## config.mk

```make
export PLATFORM = sky130hd
export DESIGN_NAME = pb_emulator_flat
export DESIGN_NICKNAME = d
export VERILOG_FILES = /design/src/rtl/pb_emulator_if.sv /design/src/rtl/pb_emulator.sv /design/src/flat_wrapper.sv
export SDC_FILE = /design/constraint.sdc
export NUM_CORES = 1
export LEC_CHECK = 0
export BUFFER_PORTS_ARGS = -buffer_cell sky130_fd_sc_hd__buf_2
export CAP_MARGIN = 20
export CORE_ASPECT_RATIO = 0.75
export CORE_MARGIN = 4
export CORE_UTILIZATION = 53
export DETAILED_ROUTE_END_ITERATION = 8
export PLACE_DENSITY = 0.81
export SKIP_LAST_GASP = 1
export SYNTH_ARGS = -nofsm -noshare
export SYNTH_HDL_FRONTEND = slang
export SYNTH_SLANG_ARGS = --single-unit
export TNS_END_PERCENT = 10
```

## constraint.sdc

```tcl
create_clock -name clk -period 2.3 [get_ports clk]
set_input_delay 0.115 -clock clk [delete_from_list [all_inputs] [get_ports clk]]
set_output_delay 0.115 -clock clk [all_outputs]
set_load 0.02 [all_outputs]
```

## src/rtl/pb_emulator_if.sv

```systemverilog
// Command/status bundle between a push-button emulator and whoever drives it.
// The master issues go/hold/bounce_en/abort; the slave returns PB/busy/done.
interface pb_emulator_if;
    logic        go;
    logic [15:0] hold;
    logic        bounce_en;
    logic        abort;
    logic        PB;
    logic        busy;
    logic        done;

    modport master (output go, hold, bounce_en, abort, input PB, busy, done);
    modport slave  (input go, hold, bounce_en, abort, output PB, busy, done);
endinterface

```

## src/rtl/pb_emulator.sv

```systemverilog
// Emulated active-low push button: press bounce, programmable hold, release bounce.
// Outputs are registered and change on the go-accepting edge; go is ignored while busy (not queued).
module pb_emulator #(
    parameter int BOUNCE_CYCLES   = 4,
    parameter int BOUNCE_GLITCHES = 3
) (
    input  logic         clk,
    input  logic         rst_n,
    pb_emulator_if.slave bus
);
    localparam int SEG_W = $clog2(BOUNCE_CYCLES + 1);
    localparam int GLT_W = $clog2(2 * BOUNCE_GLITCHES + 1);
    localparam logic [SEG_W-1:0] SEG_LAST = SEG_W'(BOUNCE_CYCLES - 1);
    localparam logic [GLT_W-1:0] GLT_LAST = GLT_W'(2 * BOUNCE_GLITCHES - 1);

    typedef enum logic [1:0] {IDLE, P_BNC, HOLD, R_BNC} state_t;

    state_t           state_q, state_d;
    logic [15:0]      hold_q, hold_d;
    logic [15:0]      hcnt_q, hcnt_d;
    logic             ben_q, ben_d;
    logic [SEG_W-1:0] seg_q, seg_d;
    logic [GLT_W-1:0] glt_q, glt_d;
    logic             pb_q, pb_d;
    logic             busy_q, busy_d;
    logic             done_q, done_d;
    logic             seg_end;

    assign seg_end = (seg_q == SEG_LAST);

    always_comb begin
        state_d = state_q;
        hold_d  = hold_q;
        ben_d   = ben_q;
        hcnt_d  = '0;
        seg_d   = '0;
        glt_d   = '0;
        done_d  = 1'b0;
        pb_d    = 1'b1;
        busy_d  = 1'b0;

        // Counters default to zero so every state change starts them fresh.
        unique case (state_q)
            IDLE: begin
                if (bus.go && !bus.abort) begin
                    hold_d  = (bus.hold == 16'd0) ? 16'd1 : bus.hold;
                    ben_d   = bus.bounce_en;
                    state_d = bus.bounce_en ? P_BNC : HOLD;
                end
            end
            P_BNC, R_BNC: begin
                if (seg_end && glt_q == GLT_LAST) begin
                    state_d = (state_q == P_BNC) ? HOLD : IDLE;
                    done_d  = (state_q == R_BNC);
                end else if (seg_end) begin
                    glt_d = glt_q + 1'b1;
                end else begin
                    seg_d = seg_q + 1'b1;
                    glt_d = glt_q;
                end
            end
            HOLD: begin
                if (hcnt_q == hold_q - 16'd1) begin
                    state_d = ben_q ? R_BNC : IDLE;
                    done_d  = !ben_q;
                end else begin
                    hcnt_d = hcnt_q + 16'd1;
                end
            end
        endcase

        if (bus.abort && state_q != IDLE) begin
            state_d = IDLE;
            done_d  = 1'b0;
            hcnt_d  = '0;
            seg_d   = '0;
            glt_d   = '0;
        end

        // Output levels are derived from the next state so they register on the same edge.
        busy_d = (state_d != IDLE);
        unique case (state_d)
            IDLE:    pb_d = 1'b1;
            P_BNC:   pb_d = glt_d[0];
            HOLD:    pb_d = 1'b0;
            R_BNC:   pb_d = ~glt_d[0];
        endcase
    end

    always_ff @(posedge clk or negedge rst_n) begin
        if (!rst_n) begin
            state_q <= IDLE;
            hold_q  <= '0;
            ben_q   <= 1'b0;
            hcnt_q  <= '0;
            seg_q   <= '0;
            glt_q   <= '0;
            pb_q    <= 1'b1;
            busy_q  <= 1'b0;
            done_q  <= 1'b0;
        end else begin
            state_q <= state_d;
            hold_q  <= hold_d;
            ben_q   <= ben_d;
            hcnt_q  <= hcnt_d;
            seg_q   <= seg_d;
            glt_q   <= glt_d;
            pb_q    <= pb_d;
            busy_q  <= busy_d;
            done_q  <= done_d;
        end
    end

    assign bus.PB   = pb_q;
    assign bus.busy = busy_q;
    assign bus.done = done_q;
endmodule

```

## src/flat_wrapper.sv

```systemverilog
// flat-port wrapper written by rule: the top's interface ports become plain ports
module pb_emulator_flat 
#(
    parameter int BOUNCE_CYCLES   = 4,
    parameter int BOUNCE_GLITCHES = 3
)
  (clk, rst_n, bus_go, bus_hold, bus_bounce_en, bus_abort, bus_PB, bus_busy, bus_done);
  pb_emulator_if bus_i ();
  input  logic clk;
  input  logic rst_n;
  input wire logic [$bits(bus_i.go)-1:0] bus_go;
  input wire logic [$bits(bus_i.hold)-1:0] bus_hold;
  input wire logic [$bits(bus_i.bounce_en)-1:0] bus_bounce_en;
  input wire logic [$bits(bus_i.abort)-1:0] bus_abort;
  output wire logic [$bits(bus_i.PB)-1:0] bus_PB;
  output wire logic [$bits(bus_i.busy)-1:0] bus_busy;
  output wire logic [$bits(bus_i.done)-1:0] bus_done;
  assign bus_i.go = bus_go;
  assign bus_i.hold = bus_hold;
  assign bus_i.bounce_en = bus_bounce_en;
  assign bus_i.abort = bus_abort;
  assign bus_PB = bus_i.PB;
  assign bus_busy = bus_i.busy;
  assign bus_done = bus_i.done;
  pb_emulator #(.BOUNCE_CYCLES(BOUNCE_CYCLES), .BOUNCE_GLITCHES(BOUNCE_GLITCHES)) u_core (.clk(clk), .rst_n(rst_n), .bus(bus_i));
endmodule
```

Word level (Yosys, flattened, before mapping)
Cells that the tools add are included.

Reductions and logical operators: 12. Multipliers: 0. Multiplexer cells: 25. Bitwise logic cells: 1. Order comparisons: 0. Div/mod/pow operators: 0. Equal/unequal tests: 10. $add $sub $neg: 4. Shift-type cells: 0.

Operator list (count): two-way mux 16 bit (4); two-way mux 3 bit (8); adder 16 x 1 -> 16 bit (second input constant) (1); == test 16 bit (1); logical NOT 16 bit (1); subtractor 16 x 1 -> 16 bit (second input constant) (1); two-way mux 2 bit (7); == test 2 bit (second input constant) (4); adder 3 x 1 -> 3 bit (second input constant) (2); one-hot mux 2 bit (3 select lines) (1); == test 2 x 1 -> 1 bit (second input constant) (2); logical NOT 2 bit (2); inequality test 4 x 1 -> 1 bit (second input constant) (1); one-hot mux 1 bit (4 select lines) (1); nonzero test 2 bit (2); == test 3 x 2 -> 1 bit (second input constant) (1); == test 3 bit (second input constant) (1); logical AND 1 bit (3); two-way mux 1 bit (3); logical NOT 1 bit (2); one-hot mux 1 bit (2 select lines) (1); AND reduction 2 bit (1); OR reduction 2 bit (1); inverter 1 bit (1).

Memory bits (read-only): 0. Bits in writable memories: 0. Bits in latches: 0. Memories kept: 0. Bits of input ports: 21. Flip-flop bits (word level): 44. Logic and storage cells: 62.

Logic depth before layout (Yosys ltp)
Gate-level depths: netlist of the first run.

Depth in word-level cells: 7. Gate-level depth with buffers: 11. Gate-level depth less buffers: 9.

Worst setup path before layout of the first run
Ideal clock, no wire load.

Kind: reg-to-reg. From: register u_core.hold_q[0]. To: register u_core.hcnt_q[9]. Setup time: 0.119 ns. Setup slack: -0.196 ns. Data required time: 2.181 ns. Arrival: 2.377 ns. Period minus slack after synthesis: 2.496 ns. Cell stages (with the launch flop): 10. Cell sequence: dfrtp_1 > nor4_2 > nand2_2 > or4_1 > a22o_1 > a2111oi_4 > nand2b_1 > buf_6 > buf_12 > nor2_1.

Cells in the longest elaborated chain, start to end: 5.

RTL lines: from (decl) (RTL line pb_emulator.sv:19) `logic [15:0] hold_q, hold_d;`; from (signal assigned) (RTL line pb_emulator.sv:103) `hold_q <= hold_d;`; subtractor 16 x 1 -> 16 bit (RTL line pb_emulator.sv:63) `if (hcnt_q == hold_q - 16'd1) begin`; == test 16 bit (RTL line pb_emulator.sv:63); two-way mux 16 bit (RTL line pb_emulator.sv:63); two-way mux 16 bit (RTL line pb_emulator.sv:43) `unique case (state_q)`; two-way mux 16 bit (RTL line pb_emulator.sv:72) `if (bus.abort && state_q != IDLE) begin`; named net u_core.hcnt_d[9] (RTL line pb_emulator.sv:20) `logic [15:0] hcnt_q, hcnt_d;`; to (signal assigned) (RTL line pb_emulator.sv:105) `hcnt_q <= hcnt_d;`; to (decl) (RTL line pb_emulator.sv:20).

The timed path passes the listed nets, and every way through them passes these cells. A chain may end at the register's enable or synchronous reset.

Worst setup path in the final report of the first run
From: register u_core.hold_q[1]. To: register u_core.busy_q, in the netlist u_core.bus.busy.

Cells in the longest elaborated chain, start to end: 6.

RTL lines: subtractor 16 x 1 -> 16 bit (RTL line pb_emulator.sv:63); == test 16 bit (RTL line pb_emulator.sv:63); two-way mux 2 bit (RTL line pb_emulator.sv:63); one-hot mux 2 bit (3 select lines) (RTL line pb_emulator.sv:43); two-way mux 2 bit (RTL line pb_emulator.sv:72); named net u_core.state_d[0] (RTL line pb_emulator.sv:18) `state_t state_q, state_d;`; nonzero test 2 bit (RTL line pb_emulator.sv:81) `busy_d = (state_d != IDLE);`; named net u_core.busy_d (RTL line pb_emulator.sv:25) `logic busy_q, busy_d;`; to (signal assigned) (RTL line pb_emulator.sv:109) `busy_q <= busy_d;`; to (decl) (RTL line pb_emulator.sv:25).

The timed path passes the listed nets, and every way through them passes these cells.

==> impl_metrics.xml, run 1 <==
<?xml version="1.0" encoding="UTF-8"?>
<metrics>
  <group name="run_status">
    <metric name="outcome" unit="">finished, violations left</metric>
    <metric name="failed_checks" unit="">negative setup slack</metric>
  </group>
  <group name="hold_path">
    <metric name="worst_hold_startpoint" unit="">bus_hold[4]</metric>
    <metric name="holdPathStages" unit="">3</metric>
    <metric name="worst_hold_class" unit="">primary input to flip-flop</metric>
    <metric name="timing.hold.worst_endpoint" unit="">u_core.hold_q[4]</metric>
  </group>
  <group name="route">
    <metric name="finalWirelength" unit="um">5240</metric>
    <metric name="routedWlPerCell" unit="um">15.1</metric>
    <metric name="drt-vias-per-instance" unit="">5.57</metric>
    <metric name="drt_iter0_drc" unit="">145</metric>
    <metric name="detailroute.via_count" unit="">1933</metric>
    <metric name="detail-route-antenna-nets" unit="">0</metric>
    <metric name="dr.pass1.iters" unit="">4</metric>
    <metric name="drc" unit="">0</metric>
  </group>
  <group name="global_routing">
    <metric name="overflow" unit="">0</metric>
    <metric name="grtUsageTotal" unit="%">18.9</metric>
    <metric name="via_count_of_the_first_global_routing_pass" unit="">1807</metric>
    <metric name="grt_pass1_wl" unit="um">8670</metric>
    <metric name="largest_net_degree_at_the_start_of_global_routing" unit="">37</metric>
    <metric name="antenna_found_initial" unit="">0</metric>
  </group>
  <group name="floorplanning">
    <metric name="start_util" unit="%">55.6</metric>
    <metric name="die_h" unit="um">67.6</metric>
    <metric name="die_width" unit="um">87.5</metric>
    <metric name="top_level_ports" unit="">24</metric>
    <metric name="num_rows" unit="">21</metric>
    <metric name="dieArea" unit="sq um">5920</metric>
    <metric name="core_area" unit="sq um">4520</metric>
  </group>
  <group name="run">
    <metric name="drv.max_cap_violation_count" unit="">0</metric>
  </group>
  <group name="setup_path">
    <metric name="regToRegSetupSlack" unit="ns">-0.18</metric>
    <metric name="worstSetupEndpointType" unit="">flip-flop</metric>
    <metric name="critical_path_arrival" unit="ns">2.66</metric>
    <metric name="timing.reg2reg.worst_path_depth" unit="">8</metric>
    <metric name="crit-reg2reg-launch" unit="">u_core.hold_q[1]</metric>
    <metric name="worstReg2RegEnd" unit="">u_core.bus.busy</metric>
    <metric name="worst-endpoint-required" unit="ns">2.48</metric>
    <metric name="critPathMaxFanout" unit="">5</metric>
    <metric name="timing.critical_path.from_type" unit="">flip-flop</metric>
    <metric name="worst-setup-path-type" unit="">flip-flop to flip-flop</metric>
  </group>
  <group name="logic_synthesis">
    <metric name="synth_cells" unit="">244</metric>
    <metric name="synth_cell_type_count" unit="">50</metric>
    <metric name="yosysTopAreaCell" unit="">sky130_fd_sc_hd__dfrtp_1</metric>
    <metric name="synth.top_cells.by_area" unit="">sky130_fd_sc_hd__dfrtp_1 (43%), sky130_fd_sc_hd__xnor2_1 (7.0%), sky130_fd_sc_hd__mux2_2 (6.3%), sky130_fd_sc_hd__xor2_1 (4.5%), sky130_fd_sc_hd__nor2_1 (4.2%)</metric>
    <metric name="syn-cell-area" unit="sq um">2510</metric>
    <metric name="syn-num-nets" unit="">270</metric>
    <metric name="yosysWarnings" unit="">0</metric>
    <metric name="synth-edff-count" unit="">0</metric>
    <metric name="synth_top_area_share" unit="%">42.8</metric>
    <metric name="postSynth.topFlopCell" unit="">sky130_fd_sc_hd__dfrtp_1</metric>
    <metric name="postSynthAreaPerCell" unit="sq um">10.3</metric>
    <metric name="synth-seq-area-share" unit="%">43.9</metric>
    <metric name="synthArstFlopShare" unit="%">100</metric>
    <metric name="ys_seq_elements" unit="">44</metric>
  </group>
  <group name="cts">
    <metric name="clock-root-buffer" unit="">sky130_fd_sc_hd__clkbuf_8</metric>
    <metric name="worstSkewPairLatency" unit="ns">0.30</metric>
    <metric name="tritoncts_num_sinks" unit="">44</metric>
    <metric name="cts_tree" unit="">done</metric>
    <metric name="clk_transition_reported_paths" unit="ns">0.08</metric>
    <metric name="tritoncts.num_buffers" unit="">5</metric>
    <metric name="h-tree-depth" unit="">2</metric>
    <metric name="clock_path_buffers" unit="">2</metric>
  </group>
  <group name="power_and_ir_drop">
    <metric name="power_per_cell_area" unit="nW/um^2">722</metric>
    <metric name="clkPwrFrac" unit="%">29.0</metric>
    <metric name="combPwrFrac" unit="%">25.9</metric>
    <metric name="power.switching_fraction" unit="%">29.4</metric>
    <metric name="power.sequential.fraction" unit="%">45.1</metric>
    <metric name="power.ir.vdd_worst" unit="uV">436</metric>
    <metric name="total_leakage_power" unit="nW">1.24</metric>
    <metric name="power_switching" unit="W">0.000645</metric>
    <metric name="internal-power" unit="W">0.00155</metric>
  </group>
  <group name="layout">
    <metric name="fillerInstances" unit="">352</metric>
    <metric name="final_util" unit="%">67.1</metric>
    <metric name="commonest_cells_after_routing_fill_and_taps_aside" unit="">sky130_fd_sc_hd__dfrtp_1 (40), sky130_fd_sc_hd__nor2_1 (27), sky130_fd_sc_hd__buf_2 (23)</metric>
    <metric name="layout_commonest_cell" unit="">sky130_fd_sc_hd__dfrtp_1</metric>
    <metric name="num_antenna_cells" unit="">0</metric>
    <metric name="area_delta_synth_final" unit="%">20.7</metric>
    <metric name="finalNetCount" unit="">315</metric>
    <metric name="final_layout_size_suffix_gt1_share" unit="%">33.1</metric>
  </group>
  <group name="sta">
    <metric name="post-route-worst-setup-slack" unit="ns">-0.184</metric>
    <metric name="hold_violations" unit="">0</metric>
    <metric name="final.setup_skew" unit="ns">0.00715</metric>
    <metric name="max_slew.worst_pin.slew" unit="ns">0.755</metric>
    <metric name="final_max_slew_viol_count" unit="">0</metric>
    <metric name="finalWorstPathRequiredPeriod" unit="ns">2.48</metric>
    <metric name="setup_repair_after_global_routing_missed_its_margin" unit="">yes</metric>
    <metric name="setup_viol" unit="">20</metric>
    <metric name="fmax" unit="MHz">403</metric>
    <metric name="timing.max_slew.rel_slack" unit="%">49.3</metric>
    <metric name="min_period_over_period" unit="%">108</metric>
  </group>
  <group name="placement">
    <metric name="place.gp.congestion" unit="">0.842</metric>
    <metric name="detailed_place_hpwl" unit="um">3780</metric>
    <metric name="pre_cts_slack" unit="ns">-0.105</metric>
    <metric name="place.port_buffers" unit="">23</metric>
  </group>
</metrics>
==> registers in the layout, indices dropped and copies added (netlist names) <==
register and flops:
u_core.bus.PB 1, u_core.ben_q 1, u_core.hcnt_q 16, u_core.state_q 2, u_core.hold_q 16, u_core.seg_q 3, u_core.bus.done 1, u_core.bus.busy 1
u_core.glt_q 3
==> cells by family (layout without fill, tap and decap cells) <==
logic type	Yosys count	after routing	share of synthesized area, %
muxes	15	15	6.67
and+or+nand+nor	101	102	22.4
AOI/OAI and AO/OA	30	30	8.36
adders and majority gates	5	5	2.49
buffers and inverters	15	60	3.78
DFF	44	44	43.9
xor gates and xnor gates	34	34	12.4
==> critical path: stages (launching register included) <==
cell,delay (ns)
sky130_fd_sc_hd__dfrtp_2,0.45
sky130_fd_sc_hd__nor4_4,0.33
sky130_fd_sc_hd__nand2_2,0.10
sky130_fd_sc_hd__buf_4,0.15
sky130_fd_sc_hd__or4_2,0.66
sky130_fd_sc_hd__o2111ai_2,0.14
sky130_fd_sc_hd__a2111oi_4,0.11
sky130_fd_sc_hd__a31o_2,0.28
sky130_fd_sc_hd__o21bai_1,0.15
==> area by class of cell <==
cell class	instances	area, sq um	area share (%)
multi-input combinational	186	1410	46.4
clock buffer	7	96.3	3.18
tap	57	71.3	2.35
timing repair buffer	44	292	9.61
clock inverter	1	30.0	0.990
inverter	8	30.0	0.990
sequential	44	1110	36.5
==> routing by layer <==
layer  routed length (um)  vias up  track usage (%)
li1                     -      953                -
met1                 2720      935             28.1
met2                 2220       37             27.4
met3                  234        8             3.78
met4                   68        0             5.94
met5                    0        -                0
==> cells in the mapped netlist, types with 2 or more instances <==
master                      count
sky130_fd_sc_hd__o2111ai_1      2
sky130_fd_sc_hd__nor2_2         2
sky130_fd_sc_hd__xnor2_1       20
sky130_fd_sc_hd__o21ai_0        8
sky130_fd_sc_hd__nor2_1        28
sky130_fd_sc_hd__nor3_1         5
sky130_fd_sc_hd__nand2_1       14
sky130_fd_sc_hd__nor3b_1        7
sky130_fd_sc_hd__a21oi_1        9
sky130_fd_sc_hd__nand3b_1       2
sky130_fd_sc_hd__inv_1          8
sky130_fd_sc_hd__nor4_1         7
sky130_fd_sc_hd__nand2b_1       6
sky130_fd_sc_hd__mux2_2        14
sky130_fd_sc_hd__and3_1         4
sky130_fd_sc_hd__clkbuf_1       2
sky130_fd_sc_hd__nand4_1        2
sky130_fd_sc_hd__nand3_1       11
sky130_fd_sc_hd__dfrtp_1       43
sky130_fd_sc_hd__ha_1           5
sky130_fd_sc_hd__buf_6          3
sky130_fd_sc_hd__or4_2          2
sky130_fd_sc_hd__xor2_1        13
==> repair_timing <==
action	4_1_cts	5_1_grt
buffers inserted	0	1
resized for setup	1	11
gates cloned	0	1
endpoints found under the setup margin	20	21
pin swaps	0	5
hold endpoints to repair	43	0
hold buffers	1	0
==> stage by stage <==
step	hold WS [ns]	area [sq um]	power [W]	instances	setup TNS, ns
2_1_floorplan	-0.181	2550	0.00132	244	-0.277
3_3_place_gp	-0.0142	2830	0.00151	336	-0.811
3_5_place_dp	-0.00857	2830	0.00153	336	-1.68
4_1_cts	0.0496	2980	0.00217	345	-2.22
5_1_grt	0.0639	3030	0.00230	347	-4.61
6_report	0.0526	3030	0.00219	347	-2.11
==> power groups by stage <==
stage,sequential [W],clock [W],combinational (W)
finish,0.000987,0.000636,0.000568
detailed placement,0.000990,0,0.000537
global route,0.00100,0.000672,0.000625
global placement,0.000985,0,0.000526
CTS,0.000981,0.000646,0.000545
floorplan,0.000997,0,0.000322
==> worst max-delay path by stage <==
stage / cells past startpoint / end / startpoint
after floorplan: 9 / u_core.hcnt_q[9] / u_core.hold_q[5]
after global placement: 10 / u_core.hcnt_q[15] / u_core.hold_q[0]
after detailed placement: 8 / u_core.hcnt_q[13] / u_core.hold_q[1]
after CTS: 8 / u_core.hcnt_q[2] / u_core.hold_q[1]
after global routing: 8 / u_core.hcnt_q[14] / u_core.hold_q[1]
final: 8 / u_core.bus.busy / u_core.hold_q[1]
Power figures use the tool's default switching activity.
==> run 2: changes to the inputs <==
- CORE_UTILIZATION: 53 -> 63
- PLACE_DENSITY: 0.81 -> 0.9
- clock period: 2.3 -> 3.1 ns (I/O delays scaled with it)
==> run 2 against run 1 <==
Against the previous run:
- the run ends with negative hold slack left
- largest cell class unchanged
- register-to-register slack improved by 0.51 ns
- critical path depth rose by 2
- die area fell by 14%
- critical path type unchanged
- cell area shrank 10%
- via count shrank 2.4%
- clock-buffer cell count decreased by 1
==> impl_metrics.xml, run 2 (synthesis results as in run 1) <==
<?xml version="1.0" encoding="UTF-8"?>
<metrics>
  <group name="run_status">
    <metric name="outcome" unit="">finished, violations left</metric>
    <metric name="failed_checks" unit="">negative hold slack</metric>
  </group>
  <group name="route">
    <metric name="drt-vias-per-instance" unit="">5.88</metric>
    <metric name="finalWirelength" unit="um">4910</metric>
    <metric name="dr.pass1.iters" unit="">4</metric>
    <metric name="detailroute.via_count" unit="">1887</metric>
    <metric name="drc" unit="">0</metric>
    <metric name="drt_iter0_drc" unit="">170</metric>
    <metric name="detail-route-antenna-nets" unit="">0</metric>
    <metric name="routedWlPerCell" unit="um">15.3</metric>
  </group>
  <group name="setup_path">
    <metric name="worst_path_max_delay_cell" unit="">sky130_fd_sc_hd__dfrtp_1</metric>
    <metric name="critPathMostFrequentCell" unit="">sky130_fd_sc_hd__nand2_1</metric>
    <metric name="worst-setup-path-type" unit="">flip-flop to flip-flop</metric>
    <metric name="crit_path_max_incr_delay" unit="ns">0.46</metric>
    <metric name="worstSetupEndpointType" unit="">flip-flop</metric>
    <metric name="timing.reg2reg.worst_path_depth" unit="">10</metric>
    <metric name="worst-endpoint-required" unit="ns">3.28</metric>
    <metric name="crit_chain" unit="">inv_1, ha_1, nor3b_1, nand2_1, nor4_1, nand2_1, a2111oi_4, nand2b_1, buf_4, nor2_1</metric>
    <metric name="timing.critical_path.from_type" unit="">flip-flop</metric>
    <metric name="critical_path_arrival" unit="ns">2.96</metric>
    <metric name="critPathMaxFanout" unit="">16</metric>
  </group>
  <group name="placement">
    <metric name="pre_cts_slack" unit="ns">0.376</metric>
    <metric name="place.gp.congestion" unit="">0.864</metric>
    <metric name="detailed_place_hpwl" unit="um">3720</metric>
    <metric name="place.port_buffers" unit="">23</metric>
    <metric name="place_inst" unit="">314</metric>
  </group>
  <group name="sta">
    <metric name="fmax" unit="MHz">361</metric>
    <metric name="post-route-worst-setup-slack" unit="ns">0.327</metric>
    <metric name="final_max_slew_viol_count" unit="">0</metric>
    <metric name="finalWorstPathRequiredPeriod" unit="ns">2.77</metric>
    <metric name="timing.max_slew.rel_slack" unit="%">38.2</metric>
    <metric name="hold-worst-slack" unit="ns">-0.00600</metric>
    <metric name="max_slew.worst_pin.slew" unit="ns">0.928</metric>
    <metric name="finalSetupTns" unit="ns">0</metric>
    <metric name="min_period_over_period" unit="%">89.5</metric>
    <metric name="setup_repair_after_global_routing_missed_its_margin" unit="">no</metric>
    <metric name="hold_violations" unit="">19</metric>
    <metric name="final.setup_skew" unit="ns">0.00764</metric>
    <metric name="setup_viol" unit="">0</metric>
  </group>
  <group name="global_routing">
    <metric name="grtUsageTotal" unit="%">21.5</metric>
    <metric name="antenna_found_initial" unit="">0</metric>
    <metric name="overflow" unit="">0</metric>
    <metric name="grt_pass1_wl" unit="um">8500</metric>
    <metric name="via_count_of_the_first_global_routing_pass" unit="">1828</metric>
    <metric name="largest_net_degree_at_the_start_of_global_routing" unit="">45</metric>
  </group>
  <group name="cts">
    <metric name="h-tree-depth" unit="">2</metric>
    <metric name="tritoncts.num_buffers" unit="">5</metric>
    <metric name="clock_path_buffers" unit="">2</metric>
    <metric name="post_cts_hold_buffer_count" unit="">0</metric>
    <metric name="post-cts-setup-buffer-count" unit="">0</metric>
    <metric name="tritoncts_num_sinks" unit="">44</metric>
    <metric name="resized_after_cts" unit="">0</metric>
    <metric name="worstSkewPairLatency" unit="ns">0.30</metric>
    <metric name="cts_tree" unit="">done</metric>
    <metric name="clock-root-buffer" unit="">sky130_fd_sc_hd__clkbuf_8</metric>
    <metric name="clk_transition_reported_paths" unit="ns">0.08</metric>
  </group>
  <group name="power_and_ir_drop">
    <metric name="power_per_cell_area" unit="nW/um^2">506</metric>
    <metric name="power.ir.vdd_worst" unit="uV">281</metric>
    <metric name="total_leakage_power" unit="nW">1.11</metric>
  </group>
  <group name="layout">
    <metric name="final_layout_size_suffix_gt1_share" unit="%">21.9</metric>
    <metric name="finalNetCount" unit="">295</metric>
    <metric name="commonest_cells_after_routing_fill_and_taps_aside" unit="">sky130_fd_sc_hd__dfrtp_1 (43), sky130_fd_sc_hd__nor2_1 (28), sky130_fd_sc_hd__buf_2 (23)</metric>
    <metric name="final_util" unit="%">72.6</metric>
    <metric name="layoutNonFillerInstCount" unit="">321</metric>
    <metric name="num_antenna_cells" unit="">0</metric>
    <metric name="fillerInstances" unit="">256</metric>
    <metric name="layout_commonest_cell" unit="">sky130_fd_sc_hd__dfrtp_1</metric>
    <metric name="area_delta_synth_final" unit="%">8.51</metric>
    <metric name="top_regs" unit="">u_core.hcnt_q (16), u_core.hold_q (16)</metric>
  </group>
  <group name="floorplanning">
    <metric name="num_rows" unit="">19</metric>
    <metric name="core_area" unit="sq um">3760</metric>
    <metric name="dieArea" unit="sq um">5080</metric>
    <metric name="die_width" unit="um">80.9</metric>
    <metric name="start_util" unit="%">66.9</metric>
    <metric name="top_level_ports" unit="">24</metric>
    <metric name="die_h" unit="um">62.7</metric>
  </group>
  <group name="run">
    <metric name="drv.max_cap_violation_count" unit="">0</metric>
  </group>
  <group name="hold_path">
    <metric name="worst_hold_class" unit="">primary input to async pin</metric>
  </group>
</metrics>
[run 2: cell type report]
type                       instances  area [sq um]  area share [%]
multi-input combinational        185          1320            48.5
sequential                        44          1100            40.4
timing repair buffer              25           130            4.77
clock buffer                       6          72.6            2.66
tap                               52          65.1            2.39
inverter                           8          30.0            1.10
clock inverter                     1          5.00           0.183
[run 2: through the flow]
step	total power [W]	area, sq um
floorplan	0.000960	2510
global placement	0.00104	2650
detailed placement	0.00105	2650
CTS	0.00138	2730
global route	0.00146	2730
finish	0.00138	2730
[run 2: critical path: cells and delay by family, from the launching register on]
kind	cells	cell delay [ns]
DFF	1	0.46
AOI/OAI and AO/OA	1	0.45
buffers and inverters	2	0.30
and+or+nand+nor	6	1.27
adders and majority gates	1	0.18
[run 2: power by group]
group	internal, W	leakage [nW]	total [W]	switching (W)
registers	0.000638	0.570	0.000746	0.000108
clock network	0.000153	0.0410	0.000332	0.000179
logic	0.000157	0.499	0.000301	0.000144
total	0.000948	1.11	0.00138	0.000431
[run 2: worst paths after layout]
check                                 startpoint                to  slack [ns]
worst max register to register  u_core.hold_q[0]  u_core.hcnt_q[7]        0.33
max in group asynchronous                  rst_n  u_core.hold_q[6]        2.53
worst max-delay path            u_core.hold_q[0]  u_core.hcnt_q[7]        0.33
worst min register to register   u_core.seg_q[0]   u_core.seg_q[0]        0.48
worst min-delay path                       rst_n   u_core.bus.busy      -0.006
min in group clk                     bus_hold[4]  u_core.hold_q[4]        0.08
[run 2: routing by layer]
metal | track usage [%] | wire length, um | share of wire (%)
met4 | 8.44 | 82 | 1.7
met5 | 0 | 0 | 0
met3 | 5.19 | 361 | 7.4
met1 | 30.4 | 2300 | 47
met2 | 31.6 | 2170 | 44
==> run 3: changes to the inputs <==
- CORE_ASPECT_RATIO: 0.75 -> 0.7
==> run 3 against run 2 <==
Against the previous run:
- the flow now finishes without violations
- power is 7.3% higher
- clock skew is 0.0015 ns lower
- clock power is 28% higher
- register-to-register slack hardly changed
- worst hold slack better by 0.022 ns
- clock-buffer cell count stayed put
- via count is 1.4% higher
- first-iteration DRC count is 25% higher
- largest power group unchanged
==> impl_metrics.xml, run 3 (synthesis results as in run 1) <==
<?xml version="1.0" encoding="UTF-8"?>
<metrics>
  <group name="cts">
    <metric name="h-tree-depth" unit="">2</metric>
    <metric name="cts_tree" unit="">done</metric>
    <metric name="post-cts-setup-buffer-count" unit="">0</metric>
    <metric name="tritoncts.num_buffers" unit="">5</metric>
    <metric name="resized_after_cts" unit="">0</metric>
    <metric name="post_cts_hold_buffer_count" unit="">0</metric>
    <metric name="worstSkewPairLatency" unit="ns">0.29</metric>
    <metric name="clk_transition_reported_paths" unit="ns">0.08</metric>
    <metric name="clock_path_buffers" unit="">2</metric>
    <metric name="tritoncts_num_sinks" unit="">44</metric>
    <metric name="clock-root-buffer" unit="">sky130_fd_sc_hd__clkbuf_8</metric>
  </group>
  <group name="setup_path">
    <metric name="regToRegSetupSlack" unit="ns">0.32</metric>
    <metric name="critPathMaxFanout" unit="">16</metric>
    <metric name="critical_path.endpoint" unit="">u_core.hcnt_q[8]</metric>
    <metric name="timing.reg2reg.worst_path_depth" unit="">8</metric>
    <metric name="timing.critical_path.from_type" unit="">flip-flop</metric>
    <metric name="crit-reg2reg-launch" unit="">u_core.hold_q[0]</metric>
    <metric name="worst-endpoint-required" unit="ns">3.28</metric>
    <metric name="worst-setup-path-type" unit="">flip-flop to flip-flop</metric>
    <metric name="worstSetupEndpointType" unit="">flip-flop</metric>
    <metric name="critical_path.startpoint" unit="">u_core.hold_q[0]</metric>
    <metric name="critical_path_arrival" unit="ns">2.95</metric>
    <metric name="worstReg2RegEnd" unit="">u_core.hcnt_q[8]</metric>
    <metric name="crit_chain" unit="">nor4_2, nand2_2, or4_1, a22o_1, a2111oi_4, nand2b_1, buf_4, nor2_1</metric>
    <metric name="crit_path_max_incr_delay" unit="ns">0.53</metric>
    <metric name="worst_path_max_delay_cell" unit="">sky130_fd_sc_hd__or4_1</metric>
  </group>
  <group name="global_routing">
    <metric name="via_count_of_the_first_global_routing_pass" unit="">1778</metric>
    <metric name="largest_net_degree_at_the_start_of_global_routing" unit="">45</metric>
    <metric name="antenna_found_initial" unit="">0</metric>
    <metric name="grt_pass1_wl" unit="um">8840</metric>
    <metric name="grtUsageTotal" unit="%">22.7</metric>
    <metric name="overflow" unit="">0</metric>
  </group>
  <group name="placement">
    <metric name="detailed_place_hpwl" unit="um">3780</metric>
    <metric name="placedInstanceArea" unit="sq um">2650</metric>
    <metric name="place.port_buffers" unit="">23</metric>
    <metric name="place.gp.congestion" unit="">0.940</metric>
  </group>
  <group name="power_and_ir_drop">
    <metric name="power_per_cell_area" unit="nW/um^2">537</metric>
    <metric name="total_leakage_power" unit="nW">1.12</metric>
    <metric name="power.ir.vdd_worst" unit="uV">310</metric>
  </group>
  <group name="sta">
    <metric name="hold_violations" unit="">0</metric>
    <metric name="max_slew.worst_pin.slew" unit="ns">0.971</metric>
    <metric name="setup_repair_after_global_routing_missed_its_margin" unit="">no</metric>
    <metric name="finalWorstPathRequiredPeriod" unit="ns">2.78</metric>
    <metric name="final.setup_skew" unit="ns">0.00618</metric>
    <metric name="min_period_over_period" unit="%">89.5</metric>
    <metric name="finalSetupTns" unit="ns">0</metric>
    <metric name="setup_viol" unit="">0</metric>
    <metric name="final_max_slew_viol_count" unit="">0</metric>
    <metric name="fmax" unit="MHz">360</metric>
    <metric name="timing.max_slew.rel_slack" unit="%">35.3</metric>
  </group>
  <group name="floorplanning">
    <metric name="core_area" unit="sq um">3670</metric>
    <metric name="start_util" unit="%">68.5</metric>
    <metric name="die_h" unit="um">60.9</metric>
    <metric name="dieArea" unit="sq um">5080</metric>
    <metric name="num_rows" unit="">18</metric>
    <metric name="die_width" unit="um">83.5</metric>
    <metric name="top_level_ports" unit="">24</metric>
  </group>
  <group name="run">
    <metric name="drv.max_cap_violation_count" unit="">0</metric>
  </group>
  <group name="hold_path">
    <metric name="worst_hold_class" unit="">primary input to async pin</metric>
  </group>
  <group name="route">
    <metric name="finalWirelength" unit="um">5240</metric>
    <metric name="drc" unit="">0</metric>
    <metric name="dr.pass1.iters" unit="">4</metric>
    <metric name="drt-vias-per-instance" unit="">5.98</metric>
    <metric name="detail-route-antenna-nets" unit="">0</metric>
    <metric name="detailroute.via_count" unit="">1913</metric>
    <metric name="drt_iter0_drc" unit="">213</metric>
    <metric name="routedWlPerCell" unit="um">16.4</metric>
  </group>
  <group name="layout">
    <metric name="top_regs" unit="">u_core.hcnt_q (16), u_core.hold_q (16)</metric>
    <metric name="final_layout_size_suffix_gt1_share" unit="%">22.2</metric>
    <metric name="final_area" unit="sq um">2760</metric>
    <metric name="layout_commonest_cell" unit="">sky130_fd_sc_hd__dfrtp_1</metric>
    <metric name="area_delta_synth_final" unit="%">9.61</metric>
    <metric name="finalNetCount" unit="">295</metric>
    <metric name="fillerInstances" unit="">250</metric>
    <metric name="num_antenna_cells" unit="">0</metric>
    <metric name="commonest_cells_after_routing_fill_and_taps_aside" unit="">sky130_fd_sc_hd__dfrtp_1 (43), sky130_fd_sc_hd__nor2_1 (28), sky130_fd_sc_hd__buf_2 (23)</metric>
  </group>
  <group name="run_status">
    <metric name="outcome" unit="">finished, final reports clean</metric>
  </group>
</metrics>
-- run 3: per-layer routing --
layer / wire length, um / GRT usage, % / up-vias
met5: 0 / 0 / -
met1: 2430 / 32.2 / 928
met3: 373 / 4.61 / 8
met2: 2360 / 35.5 / 62
li1: - / - / 915
met4: 75 / 8.03 / 0
-- run 3: report_power, final --
part	internal (W)	total [W]	switching, W
clock	0.000239	0.000425	0.000186
combinational	0.000157	0.000302	0.000145
sequential	0.000638	0.000753	0.000115
-- run 3: critical path: cells and delay by family (launching register included) --
| kind | cells | cell delay (ns) |
|---|---|---|
| buffers and inverters | 1 | 0.21 |
| AND/OR/NAND/NOR | 5 | 1.35 |
| AO/OA/AOI/OAI | 2 | 0.63 |
| flip-flops | 1 | 0.47 |
-- run 3: stage by stage --
step | util (%) | setup slack (ns) | hold slack, ns | cells | total power, W
after detailed placement | 72.1 | 0.355 | 0.360 | 312 | 0.00106
after global routing | 75.1 | 0.172 | 0.0927 | 320 | 0.00156
final | 75.1 | 0.324 | 0.0156 | 320 | 0.00148
after CTS | 75.1 | 0.339 | 0.0367 | 320 | 0.00148
after floorplan | - | 0.604 | -0.141 | 244 | 0.000960
after global placement | 72.1 | 0.436 | 0.355 | 312 | 0.00104
-- run 3: layout make-up --
cell class	count	area, sq um	area share, %
tap	50	62.6	2.27
clock inverter	2	35.0	1.27
timing repair buffer	25	130	4.72
sequential	44	1100	40.0
multi-input combinational	185	1320	48.0
clock buffer	6	72.6	2.63
inverter	8	30.0	1.09
-- run 3: how the worst min path moves through the flow --
stage               start                to  slack (ns)  depth (start not counted)
floorplan           rst_n      u_core.ben_q       -0.14                          0
global placement    rst_n  u_core.hcnt_q[0]        0.36                          1
detailed placement  rst_n   u_core.bus.busy        0.36                          1
CTS                 rst_n  u_core.hcnt_q[5]        0.04                          1
global route        rst_n  u_core.hcnt_q[0]        0.09                          1
finish              rst_n  u_core.hcnt_q[5]        0.02                          1
